File: config.mk
export PLATFORM = sky130hd
export DESIGN_NAME = debug_display_mux_flat
export DESIGN_NICKNAME = d
export VERILOG_FILES = /design/src/rtl/debug_display_mux_pkg.sv /design/src/rtl/debug_display_mux_if.sv /design/src/rtl/debug_display_mux_debounce.sv /design/src/rtl/debug_display_mux.sv /design/src/flat_wrapper.sv
export SDC_FILE = /design/constraint.sdc
export NUM_CORES = 1
export LEC_CHECK = 0
export ABC_CLOCK_PERIOD_IN_PS = 5300
export CELL_PAD_IN_SITES_DETAIL_PLACEMENT = 1
export CELL_PAD_IN_SITES_GLOBAL_PLACEMENT = 1
export CORE_MARGIN = 5
export CORE_UTILIZATION = 36
export CTS_BUF_LIST = sky130_fd_sc_hd__clkbuf_16
export DETAILED_ROUTE_END_ITERATION = 10
export PLACE_DENSITY = 0.79
export SETUP_SLACK_MARGIN = 0.05
export SLEW_MARGIN = 10
export SYNTH_ARGS = -nofsm -noshare
export SYNTH_HDL_FRONTEND = slang
export SYNTH_SLANG_ARGS = --single-unit
File: constraint.sdc
create_clock -name CLK -period 5.3 [get_ports CLK]
set_clock_uncertainty 0.15 [all_clocks]
set_input_delay 1.06 -clock CLK [delete_from_list [all_inputs] [get_ports CLK]]
set_output_delay 1.06 -clock CLK [all_outputs]
set_load 0.01 [all_outputs]
File: src/rtl/debug_display_mux_pkg.sv
// debug_pkg: shared constants, mode enum and one-hot decode helper for the
// debug display selector.
//   SEG_DASH / SEG_BLANK : active-low segment patterns for '-' and all-off
//   mode_e               : display mode decoded from the debounced switches
//   onehot_index()       : index of the single set bit, plus a one-hot flag
package debug_pkg;

  localparam logic [7:0]  SEG_DASH  = 8'hBF;
  localparam logic [7:0]  SEG_BLANK = 8'hFF;
  localparam int unsigned MAX_CH    = 16;

  typedef enum logic [1:0] {
    MODE_INVALID,
    MODE_MANUAL,
    MODE_SCROLL
  } mode_e;

  // ok is set only when exactly one bit of vec is high; idx is then its position.
  function automatic void onehot_index(input  logic [MAX_CH-1:0] vec,
                                       output int unsigned       idx,
                                       output logic              ok);
    int unsigned cnt;
    cnt = 0;
    idx = 0;
    for (int unsigned i = 0; i < MAX_CH; i++) begin
      if (vec[i]) begin
        cnt = cnt + 1;
        idx = i;
      end
    end
    ok = (cnt == 1);
  endfunction

endpackage

File: src/rtl/debug_display_mux_if.sv
// debug_display_mux_if: switch/digit inputs and display outputs of the
// debug display selector.
//   DSW    : [N_CH-1:0] one-hot channel select, [N_CH] scroll enable (async)
//   DIGITS : N_CH channels of N_DIG active-low digit patterns
//   SEG    : registered segment output of the shown channel
//   CH_IDX : channel currently shown
//   SCROLL : scroll mode active
//   VALID  : SEG shows a real channel
// master drives DSW/DIGITS, slave (the selector) drives the display side.
interface debug_display_mux_if #(
  parameter int unsigned N_CH  = 6,
  parameter int unsigned N_DIG = 2
);
  localparam int unsigned CH_W = $clog2(N_CH);

  logic [N_CH:0]            DSW;
  logic [N_CH*N_DIG*8-1:0]  DIGITS;
  logic [N_DIG*8-1:0]       SEG;
  logic [CH_W-1:0]          CH_IDX;
  logic                     SCROLL;
  logic                     VALID;

  modport master (output DSW, DIGITS, input  SEG, CH_IDX, SCROLL, VALID);
  modport slave  (input  DSW, DIGITS, output SEG, CH_IDX, SCROLL, VALID);
endinterface

File: src/rtl/debug_display_mux_debounce.sv
// dsw_debounce: 2-FF synchroniser plus debounce for a bank of switches.
//   i_clk, i_rst : clock, synchronous active-high reset
//   i_async      : raw switch inputs (W bits)
//   o_stable     : accepted switch value, updated once the synchronised value
//                  has been constant for DEB_CYCLES cycles
module dsw_debounce #(
  parameter int unsigned W          = 7,
  parameter int unsigned DEB_CYCLES = 1_000_000
) (
  input  logic         i_clk,
  input  logic         i_rst,
  input  logic [W-1:0] i_async,
  output logic [W-1:0] o_stable
);
  localparam int unsigned CNT_W = $clog2(DEB_CYCLES + 1);

  logic [W-1:0]     r_s1;
  logic [W-1:0]     r_s2;
  logic [W-1:0]     r_cand;
  logic [W-1:0]     r_stable;
  logic [CNT_W-1:0] r_cnt;
  logic             w_accept;

  // s2 has already been constant for one cycle on the edge where the
  // candidate catches up with it, so acceptance fires one count early.
  assign w_accept = (DEB_CYCLES <= 2) || (int'(r_cnt) + 1 >= int'(DEB_CYCLES) - 1);

  always_ff @(posedge i_clk) begin
    if (i_rst) begin
      r_s1     <= '0;
      r_s2     <= '0;
      r_cand   <= '0;
      r_stable <= '0;
      r_cnt    <= '0;
    end else begin
      r_s1   <= i_async;
      r_s2   <= r_s1;
      r_cand <= r_s2;
      if (DEB_CYCLES == 1) begin
        r_stable <= r_s2;
        r_cnt    <= '0;
      end else if (r_s2 != r_cand || r_s2 == r_stable) begin
        r_cnt <= '0;
      end else if (w_accept) begin
        r_stable <= r_s2;
        r_cnt    <= '0;
      end else begin
        r_cnt <= r_cnt + CNT_W'(1);
      end
    end
  end

  assign o_stable = r_stable;
endmodule

File: src/rtl/debug_display_mux.sv
// debug_display_mux: selects one of N_CH measurement channels (N_DIG digits
// each) for the 7-segment display, by one-hot DIP switch or automatic scroll.
//   CLK, RST : clock, synchronous active-high reset
//   bus      : debug_display_mux_if.slave (DSW, DIGITS in; SEG, CH_IDX,
//              SCROLL, VALID out, all outputs registered)
// Optional feature: define DEBUG_DISPLAY_BLINK_EN to blink dash/blank on an
// invalid selection (BLINK_HALF cycles per phase); otherwise steady dashes.
module debug_display_mux
  import debug_pkg::*;
#(
  parameter int unsigned N_CH       = 6,
  parameter int unsigned N_DIG      = 2,
  parameter int unsigned DWELL      = 100_000_000,
  parameter int unsigned DEB_CYCLES = 1_000_000,
  parameter int unsigned BLINK_HALF = 25_000_000
) (
  input  logic                  CLK,
  input  logic                  RST,
  debug_display_mux_if.slave    bus
);
  localparam int unsigned SEG_W = N_DIG * 8;
  localparam int unsigned CH_W  = $clog2(N_CH);
  localparam int unsigned DW_W  = $clog2(DWELL);

  logic [N_CH:0]      w_stable;
  mode_e              w_mode;
  int unsigned        w_onehot_idx;
  logic               w_onehot_ok;
  logic [CH_W-1:0]    w_man_idx;
  logic [CH_W-1:0]    w_next_scroll_idx;
  logic [SEG_W-1:0]   w_seg_man;
  logic [SEG_W-1:0]   w_seg_scroll;
  logic [SEG_W-1:0]   w_seg_invalid;

  logic [SEG_W-1:0]   r_seg;
  logic [CH_W-1:0]    r_ch_idx;
  logic [DW_W-1:0]    r_dwell;
  logic               r_scroll;
  logic               r_valid;

  dsw_debounce #(
    .W          (N_CH + 1),
    .DEB_CYCLES (DEB_CYCLES)
  ) u_debounce (
    .i_clk    (CLK),
    .i_rst    (RST),
    .i_async  (bus.DSW),
    .o_stable (w_stable)
  );

  always_comb begin
    w_onehot_idx = 0;
    w_onehot_ok  = 1'b0;
    onehot_index(MAX_CH'(w_stable[N_CH-1:0]), w_onehot_idx, w_onehot_ok);
    if (w_stable[N_CH])   w_mode = MODE_SCROLL;
    else if (w_onehot_ok) w_mode = MODE_MANUAL;
    else                  w_mode = MODE_INVALID;
  end

  assign w_man_idx         = CH_W'(w_onehot_idx);
  assign w_next_scroll_idx = (r_ch_idx == CH_W'(N_CH - 1)) ? '0 : r_ch_idx + CH_W'(1);
  assign w_seg_man         = bus.DIGITS[w_onehot_idx * SEG_W +: SEG_W];
  // Scroll shows the already-registered index, so SEG trails CH_IDX by one edge.
  assign w_seg_scroll      = bus.DIGITS[r_ch_idx * SEG_W +: SEG_W];

`ifdef DEBUG_DISPLAY_BLINK_EN
  localparam int unsigned BL_W = $clog2(BLINK_HALF + 1);

  logic [BL_W-1:0] r_blink_cnt;
  logic            r_blink_phase;

  // Held at dash phase outside the invalid mode so every entry starts on dashes.
  always_ff @(posedge CLK) begin
    if (RST || w_mode != MODE_INVALID) begin
      r_blink_cnt   <= '0;
      r_blink_phase <= 1'b0;
    end else if (r_blink_cnt == BL_W'(BLINK_HALF - 1)) begin
      r_blink_cnt   <= '0;
      r_blink_phase <= ~r_blink_phase;
    end else begin
      r_blink_cnt <= r_blink_cnt + BL_W'(1);
    end
  end

  assign w_seg_invalid = {N_DIG{r_blink_phase ? SEG_BLANK : SEG_DASH}};
`else
  assign w_seg_invalid = {N_DIG{SEG_DASH}};
`endif

  always_ff @(posedge CLK) begin
    if (RST) begin
      r_seg    <= {N_DIG{SEG_DASH}};
      r_ch_idx <= '0;
      r_dwell  <= '0;
      r_scroll <= 1'b0;
      r_valid  <= 1'b0;
    end else begin
      r_scroll <= (w_mode == MODE_SCROLL);
      unique case (w_mode)
        MODE_SCROLL: begin
          r_valid <= 1'b1;
          r_seg   <= w_seg_scroll;
          // r_scroll low here means the scroll bit has just been accepted.
          if (!r_scroll) begin
            r_ch_idx <= '0;
            r_dwell  <= '0;
          end else if (r_dwell == DW_W'(DWELL - 1)) begin
            r_dwell  <= '0;
            r_ch_idx <= w_next_scroll_idx;
          end else begin
            r_dwell <= r_dwell + DW_W'(1);
          end
        end
        MODE_MANUAL: begin
          r_valid  <= 1'b1;
          r_seg    <= w_seg_man;
          r_ch_idx <= w_man_idx;
          r_dwell  <= '0;
        end
        default: begin
          r_valid <= 1'b0;
          r_seg   <= w_seg_invalid;
          r_dwell <= '0;
        end
      endcase
    end
  end

  assign bus.SEG    = r_seg;
  assign bus.CH_IDX = r_ch_idx;
  assign bus.SCROLL = r_scroll;
  assign bus.VALID  = r_valid;
endmodule
File: src/flat_wrapper.sv
// flat-port wrapper written by rule: the top's interface ports become plain ports
module debug_display_mux_flat import debug_pkg::*;
#(
  parameter int unsigned N_CH       = 6,
  parameter int unsigned N_DIG      = 2,
  parameter int unsigned DWELL      = 100_000_000,
  parameter int unsigned DEB_CYCLES = 1_000_000,
  parameter int unsigned BLINK_HALF = 25_000_000
)
  (CLK, RST, bus_DSW, bus_DIGITS, bus_SEG, bus_CH_IDX, bus_SCROLL, bus_VALID);
  debug_display_mux_if #(.N_CH(N_CH), .N_DIG(N_DIG)) bus_i ();
  input  logic CLK;
  input  logic RST;
  input wire logic [$bits(bus_i.DSW)-1:0] bus_DSW;
  input wire logic [$bits(bus_i.DIGITS)-1:0] bus_DIGITS;
  output wire logic [$bits(bus_i.SEG)-1:0] bus_SEG;
  output wire logic [$bits(bus_i.CH_IDX)-1:0] bus_CH_IDX;
  output wire logic [$bits(bus_i.SCROLL)-1:0] bus_SCROLL;
  output wire logic [$bits(bus_i.VALID)-1:0] bus_VALID;
  assign bus_i.DSW = bus_DSW;
  assign bus_i.DIGITS = bus_DIGITS;
  assign bus_SEG = bus_i.SEG;
  assign bus_CH_IDX = bus_i.CH_IDX;
  assign bus_SCROLL = bus_i.SCROLL;
  assign bus_VALID = bus_i.VALID;
  debug_display_mux #(.N_CH(N_CH), .N_DIG(N_DIG), .DWELL(DWELL), .DEB_CYCLES(DEB_CYCLES), .BLINK_HALF(BLINK_HALF)) u_core (.CLK(CLK), .RST(RST), .bus(bus_i));
endmodule
## Yosys cells after proc, flatten, opt, wreduce, memory -nomap -nowiden

Index checks and enable logic that the tools add are counted.

- Register bits after elaboration: 96
- Input bits: 105
- Output and inout bits: 21
- Logic and storage cells: 59

- Add/sub/neg operators: 9
- Order comparisons: 1
- Equality and inequality tests: 8
- Shifts and indexed selects: 2
- Mux-type cells: 19
- Bitwise gates (word level): 3
- Reductions and logical operators: 7

Operators by type and width:

| kind | count |
|---|---|
| 96-bit by 8-bit variable part select with 16-bit output | 2 |
| 32-bit two-way mux | 5 |
| 32-bit by 1-bit adder with 32-bit output (second input constant) | 4 |
| 32-bit by 1-bit equality test with 1-bit output (second input constant) | 1 |
| 32-bit by 21-bit greater-or-equal comparator with 1-bit output (second input constant) | 1 |
| 16-bit case mux with 2 select lines | 1 |
| 27-bit by 1-bit adder with 27-bit output (second input constant) | 1 |
| 27-bit equality test (second input constant) | 1 |
| 20-bit by 1-bit adder with 21-bit output (second input constant) | 1 |
| 20-bit by 1-bit adder with 20-bit output (second input constant) | 1 |
| 3-bit two-way mux | 5 |
| 7-bit equality test | 1 |
| 7-bit inequality test | 1 |
| 2-bit two-way mux | 3 |
| 3-bit case mux with 2 select lines | 1 |
| 1-bit two-way mux | 4 |
| 2-bit AND reduction | 2 |
| 4-bit OR reduction | 1 |
| 3-bit by 1-bit adder with 3-bit output (second input constant) | 1 |
| 3-bit equality test (second input constant) | 1 |
| 3-bit inequality test (second input constant) | 1 |
| 1-bit inverter | 3 |
| 3-bit OR reduction | 1 |
| 1-bit by 1-bit adder with 2-bit output (second input constant) | 1 |
| other kinds (5) | 5 |

## Depth between registers and ports, before layout

Gate-level depths: netlist (run 1).

- Depth in word-level cells: 17
- Gate-level depth with buffers: 20
- Depth with buffers taken out: 18

## Cells and area by module

From an unflattened synthesis (run 1), not the netlist that was laid out.

- Cell total of the unflattened synthesis: 822
- Area, all modules: 6,152.2 um^2

By module, submodules not included:

| module | times used | cells an instance | area an instance (um^2) | seq. area each (um^2) |
|---|---|---|---|---|
| debug_display_mux | 1 | 591 | 3,970.1 | 960.9 |
| dsw_debounce | 1 | 231 | 2,182.1 | 960.9 |

## Worst setup path before layout (run 1)

No wires, ideal clock.

- Path kind: register to register
- From: register u_core.u_debounce.r_stable[0] (netlist: u_core.u_debounce.o_stable[0])
- To: register u_core.r_seg[10] (netlist: u_core.bus.SEG[10])
- Library setup time: 0.127 ns
- Data arrival time: 4.145 ns
- Data required time: 5.023 ns
- Path slack: 0.878 ns
- Stages on the path, launching flop included: 19
- Buffers on the path: 1
- Clock period less this slack: 4.422 ns
- Path through: dfxtp_1 inv_1 ha_1 xor2_1 ha_1 nand2_1 o31ai_1 ha_1 mux2_2 ha_1 nor3b_1 a211oi_1 a31o_2 a211oi_4 mux2i_1 nand2b_1 clkbuf_1 o22ai_1 or3_1

- Longest elaborated chain between the ends: 16
- Elaborated cells between the ends (all ways): 17
- Classes of those cells: add/sub: 5; eq/ne: 3; mux: 9

Ends and longest elaborated chain:

| what | RTL line | source |
|---|---|---|
| from (decl) | debug_display_mux_debounce.sv:20 | `logic [W-1:0] r_stable;` |
| from (signal assigned) | debug_display_mux_debounce.sv:40 | `r_stable <= r_s2;` |
| from (signal assigned) | debug_display_mux_debounce.sv:45 | `r_stable <= r_s2;` |
| 1-bit two-way mux * | debug_display_mux_pkg.sv:26 | `if (vec[i]) begin` |
| 1-bit by 1-bit adder with 2-bit output | debug_display_mux_pkg.sv:27 | `cnt = cnt + 1;` |
| 32-bit two-way mux * | debug_display_mux_pkg.sv:26 |  |
| 32-bit by 1-bit adder with 32-bit output | debug_display_mux_pkg.sv:27 |  |
| 32-bit two-way mux * | debug_display_mux_pkg.sv:26 |  |
| 32-bit by 1-bit adder with 32-bit output | debug_display_mux_pkg.sv:27 |  |
| 32-bit two-way mux * | debug_display_mux_pkg.sv:26 |  |
| 32-bit by 1-bit adder with 32-bit output | debug_display_mux_pkg.sv:27 |  |
| 32-bit two-way mux * | debug_display_mux_pkg.sv:26 |  |
| 32-bit by 1-bit adder with 32-bit output | debug_display_mux_pkg.sv:27 |  |
| 32-bit two-way mux * | debug_display_mux_pkg.sv:26 |  |
| 32-bit by 1-bit equality test with 1-bit output * | debug_display_mux_pkg.sv:31 | `ok = (cnt == 1);` |
| 1-bit two-way mux * | debug_display_mux.sv:56 | `else if (w_onehot_ok) w_mode = MODE_MANUAL;` |
| 2-bit two-way mux * | debug_display_mux.sv:55 | `if (w_stable[N_CH]) w_mode = MODE_SCROLL;` |
| 2-bit by 1-bit equality test with 1-bit output or 2-bit equality test (tied branches) | debug_display_mux.sv:99 | `unique case (w_mode)` |
| 16-bit case mux with 2 select lines * | debug_display_mux.sv:99 |  |
| to (signal assigned) | debug_display_mux.sv:92 | `r_seg <= {N_DIG{SEG_DASH}};` |
| to (signal assigned) | debug_display_mux.sv:102 | `r_seg <= w_seg_scroll;` |
| to (signal assigned) | debug_display_mux.sv:116 | `r_seg <= w_seg_man;` |
| to (decl) | debug_display_mux.sv:35 | `logic [SEG_W-1:0] r_seg;` |

Mark *: on every way between the ends. The rest lies on a longest branch, timed or not.
A chain may end at the register's enable or synchronous reset.

## Final worst setup path (run 1)

- From: register u_core.u_debounce.r_stable[1] (netlist: u_core.u_debounce.o_stable[1])
- To: register u_core.r_seg[9] (netlist: u_core.bus.SEG[9])

- Longest elaborated chain between the ends: 14
- Elaborated cells between the ends (all ways): 21
- Classes of those cells: add/sub: 4; eq/ne: 3; shift: 1; mux: 13

Ends and longest elaborated chain:

| what | RTL line |
|---|---|
| 32-bit two-way mux | debug_display_mux_pkg.sv:26 |
| 32-bit by 1-bit adder with 32-bit output | debug_display_mux_pkg.sv:27 |
| 32-bit two-way mux | debug_display_mux_pkg.sv:26 |
| 32-bit by 1-bit adder with 32-bit output | debug_display_mux_pkg.sv:27 |
| 32-bit two-way mux | debug_display_mux_pkg.sv:26 |
| 32-bit by 1-bit adder with 32-bit output | debug_display_mux_pkg.sv:27 |
| 32-bit two-way mux | debug_display_mux_pkg.sv:26 |
| 32-bit by 1-bit adder with 32-bit output | debug_display_mux_pkg.sv:27 |
| 32-bit two-way mux | debug_display_mux_pkg.sv:26 |
| 32-bit by 1-bit equality test with 1-bit output | debug_display_mux_pkg.sv:31 |
| 1-bit two-way mux | debug_display_mux.sv:56 |
| 2-bit two-way mux | debug_display_mux.sv:55 |
| 2-bit by 1-bit equality test with 1-bit output or 2-bit equality test (tied branches) | debug_display_mux.sv:99 |
| 16-bit case mux with 2 select lines * | debug_display_mux.sv:99 |

Marks and branches as above.

==> results of run 1 <==
## critical path, cell delays in order (launching register included)
cell and delay [ns]:
dfxtp_1 0.44, inv_1 0.08, ha_1 0.33, xor2_1 0.16, ha_1 0.29, nand2_1 0.06, o31ai_1 0.13, ha_1 0.32
mux2_2 0.27, ha_1 0.29, nor3b_1 0.18, a211oi_1 0.07, a31o_2 0.27, a211oi_4 0.21, buf_4 0.20, mux2_2 0.37
nand2b_1 0.48, o22ai_1 0.19, or3_1 0.34
## cell families (layout without fill, tap and decap cells)
| group | Yosys count | after routing | synth area share (%) |
|---|---|---|---|
| AND/OR/NAND/NOR | 244 | 244 | 24.0 |
| flip-flops | 96 | 96 | 39.0 |
| AO/OA/AOI/OAI | 83 | 83 | 11.1 |
| XOR/XNOR | 60 | 60 | 11.0 |
| buffers and inverters | 46 | 170 | 3.86 |
| multiplexers | 44 | 44 | 9.06 |
| adder cells (fa/ha/maj) | 8 | 8 | 2.03 |
## placed cells by master (no fill, tap or decap), types with 3 or more instances in the layout
cell / netlist / routed
and3_1: 7 / 7
nand3_1: 22 / 22
clkbuf_16: 0 / 9
a211oi_1: 3 / 3
clkdlybuf4s50_1: 0 / 125
a31o_2: 8 / 8
or3_1: 21 / 21
buf_4: 3 / 8
nor2_1: 73 / 73
inv_1: 21 / 21
clkinv_1: 0 / 3
mux2i_1: 39 / 38
mux2_2: 5 / 4
o21ai_0: 16 / 16
nand4_1: 9 / 9
dfxtp_1: 96 / 96
nand2b_1: 12 / 12
xnor2_1: 26 / 26
nand2_1: 58 / 57
o22ai_1: 16 / 16
a21oi_1: 20 / 20
nor2b_1: 15 / 15
xor2_1: 33 / 33
or2_2: 5 / 5
ha_1: 8 / 8
nor3_1: 7 / 7
o311ai_0: 3 / 3
## registers in the layout, indices dropped and copies added (netlist names), 3 cells and up
register                    count
u_core.bus.CH_IDX               3
u_core.r_dwell                 27
u_core.bus.SEG                 16
u_core.u_debounce.r_s1          7
u_core.u_debounce.r_cnt        20
u_core.u_debounce.r_s2          7
u_core.u_debounce.r_cand        7
u_core.u_debounce.o_stable      7
## layer usage
metal | vias up | global-route usage (%) | part of all wire (%)
li1 | 2242 | - | -
met5 | - | 0 | 0
met2 | 103 | 35.0 | 51
met3 | 24 | 4.84 | 5.5
met1 | 2129 | 21.0 | 40
met4 | 0 | 7.70 | 2.7
## what timing repair did
| action | CTS | global route |
|---|---|---|
| resized for setup | 0 | 2 |
| endpoints found under the hold margin | 0 | 0 |
| endpoints found under the setup margin | 0 | 14 |
| buffers inserted | 0 | 3 |
## report_power, final
part / total [mW] / switching [mW] / internal (mW) / leakage (nW)
Combinational: 0.120 / 0.0346 / 0.0855 / 1.53
Clock: 0.591 / 0.277 / 0.313 / 0.128
Sequential: 0.733 / 0.00459 / 0.728 / 0.777
Total: 1.44 / 0.317 / 1.13 / 2.43
## area by class of cell
| cell class | instances | area (sq um) | share of cell area (%) |
|---|---|---|---|
| timing repair buffer | 133 | 1310 | 19.8 |
| clock buffer | 9 | 225 | 3.39 |
| inverter | 21 | 78.8 | 1.19 |
| sequential | 96 | 1920 | 29.0 |
| clock inverter | 7 | 37.5 | 0.566 |
| multi-input combinational | 439 | 2840 | 42.8 |
| tap | 176 | 220 | 3.32 |
## final timing paths
| check | startpoint | endpoint | slack [ns] | cells after the start |
|---|---|---|---|---|
| worst min register to register | u_core.u_debounce.r_s1[1] | u_core.u_debounce.r_s2[1] | 0.29 | 1 |
| worst min-delay path | u_core.u_debounce.r_s1[1] | u_core.u_debounce.r_s2[1] | 0.29 | 1 |
| worst max register to register | u_core.u_debounce.o_stable[1] | u_core.bus.SEG[9] | 0.34 | 18 |
| worst max-delay path | u_core.u_debounce.o_stable[1] | u_core.bus.SEG[9] | 0.34 | 18 |
## metrics by stage
stage	total power, mW	util (%)	cell area [sq um]	setup WS [ns]
6_report	1.44	49.7	6630	0.345
5_1_grt	1.50	49.7	6630	0.0553
4_1_cts	1.46	49.5	6610	0.215
3_5_place_dp	0.869	47.5	6340	0.226
3_3_place_gp	0.867	47.5	6340	0.521
2_1_floorplan	0.780	-	4930	0.878
==> results.py, run 1 <==
metrics = {
    "status": {
        "status": "finished clean",
    },
    "clock_network": {
        "htree_levels": 3,
        "clkSinkCount": 96,
        "clockBufferDepth": 2,
        "cts_tree": "built",
        "cts_root_buffer": "clkbuf_16",
        "clk_pin_slew_ns": 0.07,
        "holdBufCountCts": 0,
        "cts_buffers": 9,
        "clk_latency_ns": 0.35,
    },
    "routing": {
        "vias": 4498,
        "routed_wl_mm": 15.1,
        "drt_iter0_drc": 188,
        "via_per_inst": 5.11,
        "dr.pass1.iters": 4,
        "wl_per_cell_microns": 17.1,
        "antenna_left": 0,
        "drcViolationCount": 0,
    },
    "cells_and_area": {
        "drive_gt1_share_pct": 5.96,
        "diodes": 0,
        "fillCellCount": 1604,
        "area_growth_syn_to_layout_pct": 34.5,
        "nets": 813,
        "final_cells": 881,
    },
    "worst_setup_path": {
        "worst_setup_path_end_kind": "register",
        "worstSetupPathType": "reg2reg",
        "startpoint_type": "register",
        "critPathMaxFanout": 14,
        "crit_arrival_ns": 5.04,
        "critical_path_required_ns": 5.38,
    },
    "timing": {
        "whs_ns": 0.289,
        "max_slew_margin_pct": 52.6,
        "worstMarginPinSlew_ns": 0.711,
        "fin_crit_sh_pct": 93.5,
        "hold_viol": 0,
        "slew_viol_final": 0,
        "setup_viol": 0,
        "setup_tns_ns": 0,
        "period_needed_ns": 4.96,
        "fmax_mhz": 202,
        "rsz0062_at_grt": "false",
    },
    "global_route": {
        "grt_pass1_vias": 5047,
        "grt_use_total_pct": 19.1,
        "grt_pass1_wl_mm": 24.9,
        "grt-ovfl-total": 0,
        "grt_max_degree": 36,
        "antenna_found_initial": 0,
    },
    "logic_synthesis": {
        "synth_area_leaders": "dfxtp_1, mux2i_1, xor2_1, nor2_1, xnor2_1",
        "yosys_warnings": 0,
        "synth.largest_area_cell": "dfxtp_1",
        "synth_top_area_share_pct": 39.0,
        "post-synth-top-count-cell": "dfxtp_1",
        "ys_ff_latch": 96,
        "synth-async-reset-ratio_pct": 0,
        "ys_seq_area_share_pct": 39.0,
        "synthesis.nets": 694,
        "syn_inst": 581,
        "synth-edff-count": 0,
        "synth_flop_cell": "dfxtp_1",
        "synth.cells.most_frequent": "dfxtp_1, nor2_1, nand2_1, mux2i_1, xor2_1",
        "avgSynthCellArea_sq_um": 8.49,
        "synth_area_sq_mm": 0.00493,
        "yosysUniqueCellTypes": 49,
    },
    "floorplan": {
        "die_h_microns": 127,
        "initial_utilization_pct": 37.0,
        "core_area_sq_mm": 0.0133,
        "dieArea_sq_mm": 0.0161,
        "die_w_microns": 127,
        "io_pins": 126,
        "rows": 42,
    },
    "hold_path": {
        "min_path_type": "reg2reg",
    },
    "placement": {
        "portBuffers": 125,
        "hpwl_mm": 11.6,
        "gp_congestion": 0.797,
        "dpl.cell_count": 862,
    },
    "pwr": {
        "ir_drop_v": 0.000123,
        "power_leakage_nw": 2.43,
        "power.density_mw_per_mm2": 218,
    },
    "flow_run": {
        "cap_violations": 0,
    },
}
No activity file was read; power rests on OpenSTA's default activity.
==> inputs of run 2 (changes only) <==
--- a/config.mk
+++ b/config.mk
@@ -5,14 +5,15 @@
 export SDC_FILE = /design/constraint.sdc
 export NUM_CORES = 1
 export LEC_CHECK = 0
-export ABC_CLOCK_PERIOD_IN_PS = 5300
+export ABC_CLOCK_PERIOD_IN_PS = 6270
 export CELL_PAD_IN_SITES_DETAIL_PLACEMENT = 1
 export CELL_PAD_IN_SITES_GLOBAL_PLACEMENT = 1
 export CORE_MARGIN = 5
-export CORE_UTILIZATION = 36
+export CORE_UTILIZATION = 39
 export CTS_BUF_LIST = sky130_fd_sc_hd__clkbuf_16
 export DETAILED_ROUTE_END_ITERATION = 10
-export PLACE_DENSITY = 0.79
+export HOLD_SLACK_MARGIN = 0.12
+export PLACE_DENSITY = 0.85
 export SETUP_SLACK_MARGIN = 0.05
 export SLEW_MARGIN = 10
 export SYNTH_ARGS = -nofsm -noshare
==> constraint.sdc (replaced) <==
create_clock -name CLK -period 6.27 [get_ports CLK]
set_clock_uncertainty 0.15 [all_clocks]
set_input_delay 1.254 -clock CLK [delete_from_list [all_inputs] [get_ports CLK]]
set_output_delay 1.254 -clock CLK [all_outputs]
set_load 0.01 [all_outputs]
==> results.py, run 2 (synthesized netlist as in run 1, its figures left out) <==
metrics = {
    "status": {
        "status": "finished clean",
    },
    "placement": {
        "place_area_sq_mm": 0.00634,
        "portBuffers": 125,
        "hpwl_mm": 12.2,
        "gp_congestion": 0.863,
    },
    "worst_setup_path": {
        "critPathMaxFanout": 29,
        "crit_arrival_ns": 5.33,
        "critical_path_required_ns": 6.33,
        "startpoint_type": "register",
        "worstSetupPathType": "reg2reg",
        "worst_setup_path_end_kind": "register",
    },
    "floorplan": {
        "die_h_microns": 122,
        "initial_utilization_pct": 39.4,
        "io_pins": 126,
        "die_w_microns": 122,
        "core_area_sq_mm": 0.0125,
        "dieArea_sq_mm": 0.0150,
        "rows": 41,
    },
    "timing": {
        "setup_tns_ns": 0,
        "worstMarginPinSlew_ns": 0.748,
        "rsz0062_at_grt": "false",
        "fin_crit_sh_pct": 84.0,
        "max_slew_margin_pct": 48.7,
        "slew_viol_final": 0,
        "setup_viol": 0,
        "fmax_mhz": 190,
        "period_needed_ns": 5.27,
        "hold_viol": 0,
    },
    "flow_run": {
        "cap_violations": 0,
    },
    "global_route": {
        "grt_max_degree": 36,
        "grt-ovfl-total": 0,
        "antenna_found_initial": 0,
        "grt_use_total_pct": 20.8,
        "grt_pass1_vias": 5050,
        "grt_pass1_wl_mm": 24.4,
    },
    "routing": {
        "dr.pass1.iters": 4,
        "vias": 4495,
        "antenna_left": 0,
        "wl_per_cell_microns": 17.7,
        "drt_iter0_drc": 214,
        "routed_wl_mm": 15.4,
        "via_per_inst": 5.15,
        "drcViolationCount": 0,
    },
    "cells_and_area": {
        "final_common_cell": "clkdlybuf4s50_1",
        "fin_area_sq_mm": 0.00662,
        "regMostFlops": "u_core.r_dwell",
        "area_growth_syn_to_layout_pct": 34.2,
        "nets": 810,
        "diodes": 0,
        "layout_common_cells": "clkdlybuf4s50_1, dfxtp_1, nor2_1",
        "drive_gt1_share_pct": 5.28,
        "largest_reg_flops": 27,
    },
    "clock_network": {
        "clk_pin_slew_ns": 0.06,
        "cts_setup_buffers": 0,
        "cts_root_buffer": "clkbuf_16",
        "cts_buffers": 9,
        "holdBufCountCts": 0,
        "clockBufferDepth": 2,
        "clk_latency_ns": 0.34,
        "htree_levels": 3,
        "cts_tree": "built",
        "cts_resized": 0,
        "clkSinkCount": 96,
    },
    "hold_path": {
        "min_path_type": "reg2reg",
    },
    "pwr": {
        "finalPower_mw": 1.26,
        "power.density_mw_per_mm2": 190,
        "power_leakage_nw": 2.44,
        "ir_drop_v": 0.000140,
    },
}
## run 2: cell count changes in the layout (fill, tap and decap cells not counted)
cell / before / now
buf_4: 8 / 5
bufinv_16: 0 / 1
clkinv_1: 3 / 0
clkinv_2: 2 / 1
clkinv_4: 0 / 1
clkinvlp_4: 1 / 0
inv_1: 21 / 24
inv_6: 1 / 0
mux2_2: 4 / 5
mux2_4: 1 / 0
nand2_1: 57 / 58
nand2_2: 1 / 0
## run 2: layout make-up
cell class / count / area [sq um]
Sequential cell: 96 / 1920
Inverter: 21 / 78.8
Clock inverter: 6 / 55.1
Tap cell: 172 / 215
Fill cell: 1497 / 5900
Timing Repair Buffer: 130 / 1290
Clock buffer: 9 / 225
Multi-Input combinational cell: 439 / 2830
## run 2: report_power, final
group,internal (mW),switching (mW)
Sequential,0.616,0.00404
Clock,0.303,0.231
Combinational,0.0723,0.0308
Total,0.991,0.266
## run 2: path summary, 6_finish.rpt
check	from	endpoint	slack, ns	depth (start not counted)
setup / recovery	u_core.u_debounce.o_stable[1]	u_core.bus.SEG[15]	1.00	17
hold / removal	u_core.u_debounce.r_s1[0]	u_core.u_debounce.r_s2[0]	0.30	1
setup reg to reg	u_core.u_debounce.o_stable[1]	u_core.bus.SEG[15]	1.00	17
hold reg to reg	u_core.u_debounce.r_s1[0]	u_core.u_debounce.r_s2[0]	0.30	1
## run 2: layer usage
layer	wire length (microns)	global-route usage (%)
met1	6000	22.0
met2	8160	38.5
met3	690	5.12
met4	582	9.66
met5	0	0
## run 2: stage by stage
step | setup slack (ns) | hold WS, ns | cells | util (%)
2_1_floorplan | 1.85 | 0.264 | 581 | -
3_3_place_gp | 1.39 | 0.281 | 858 | 50.6
3_5_place_dp | 1.09 | 0.284 | 858 | 50.6
4_1_cts | 0.976 | 0.304 | 873 | 52.9
5_1_grt | 0.749 | 0.314 | 873 | 52.9
6_report | 1.00 | 0.298 | 873 | 52.9
## run 2: worst max-delay path: stages, from the launching register on
cell and delay [ns]:
dfxtp_1 0.41, inv_1 0.07, ha_1 0.32, xor2_1 0.16
ha_1 0.30, nand2_1 0.07, o31ai_1 0.14, ha_1 0.33
mux2_2 0.27, ha_1 0.29, nor3b_1 0.21, a211oi_1 0.08
a31o_2 0.27, a211oi_4 0.41, mux2_2 0.77, mux2i_1 0.37
o22ai_1 0.14, or3_1 0.37
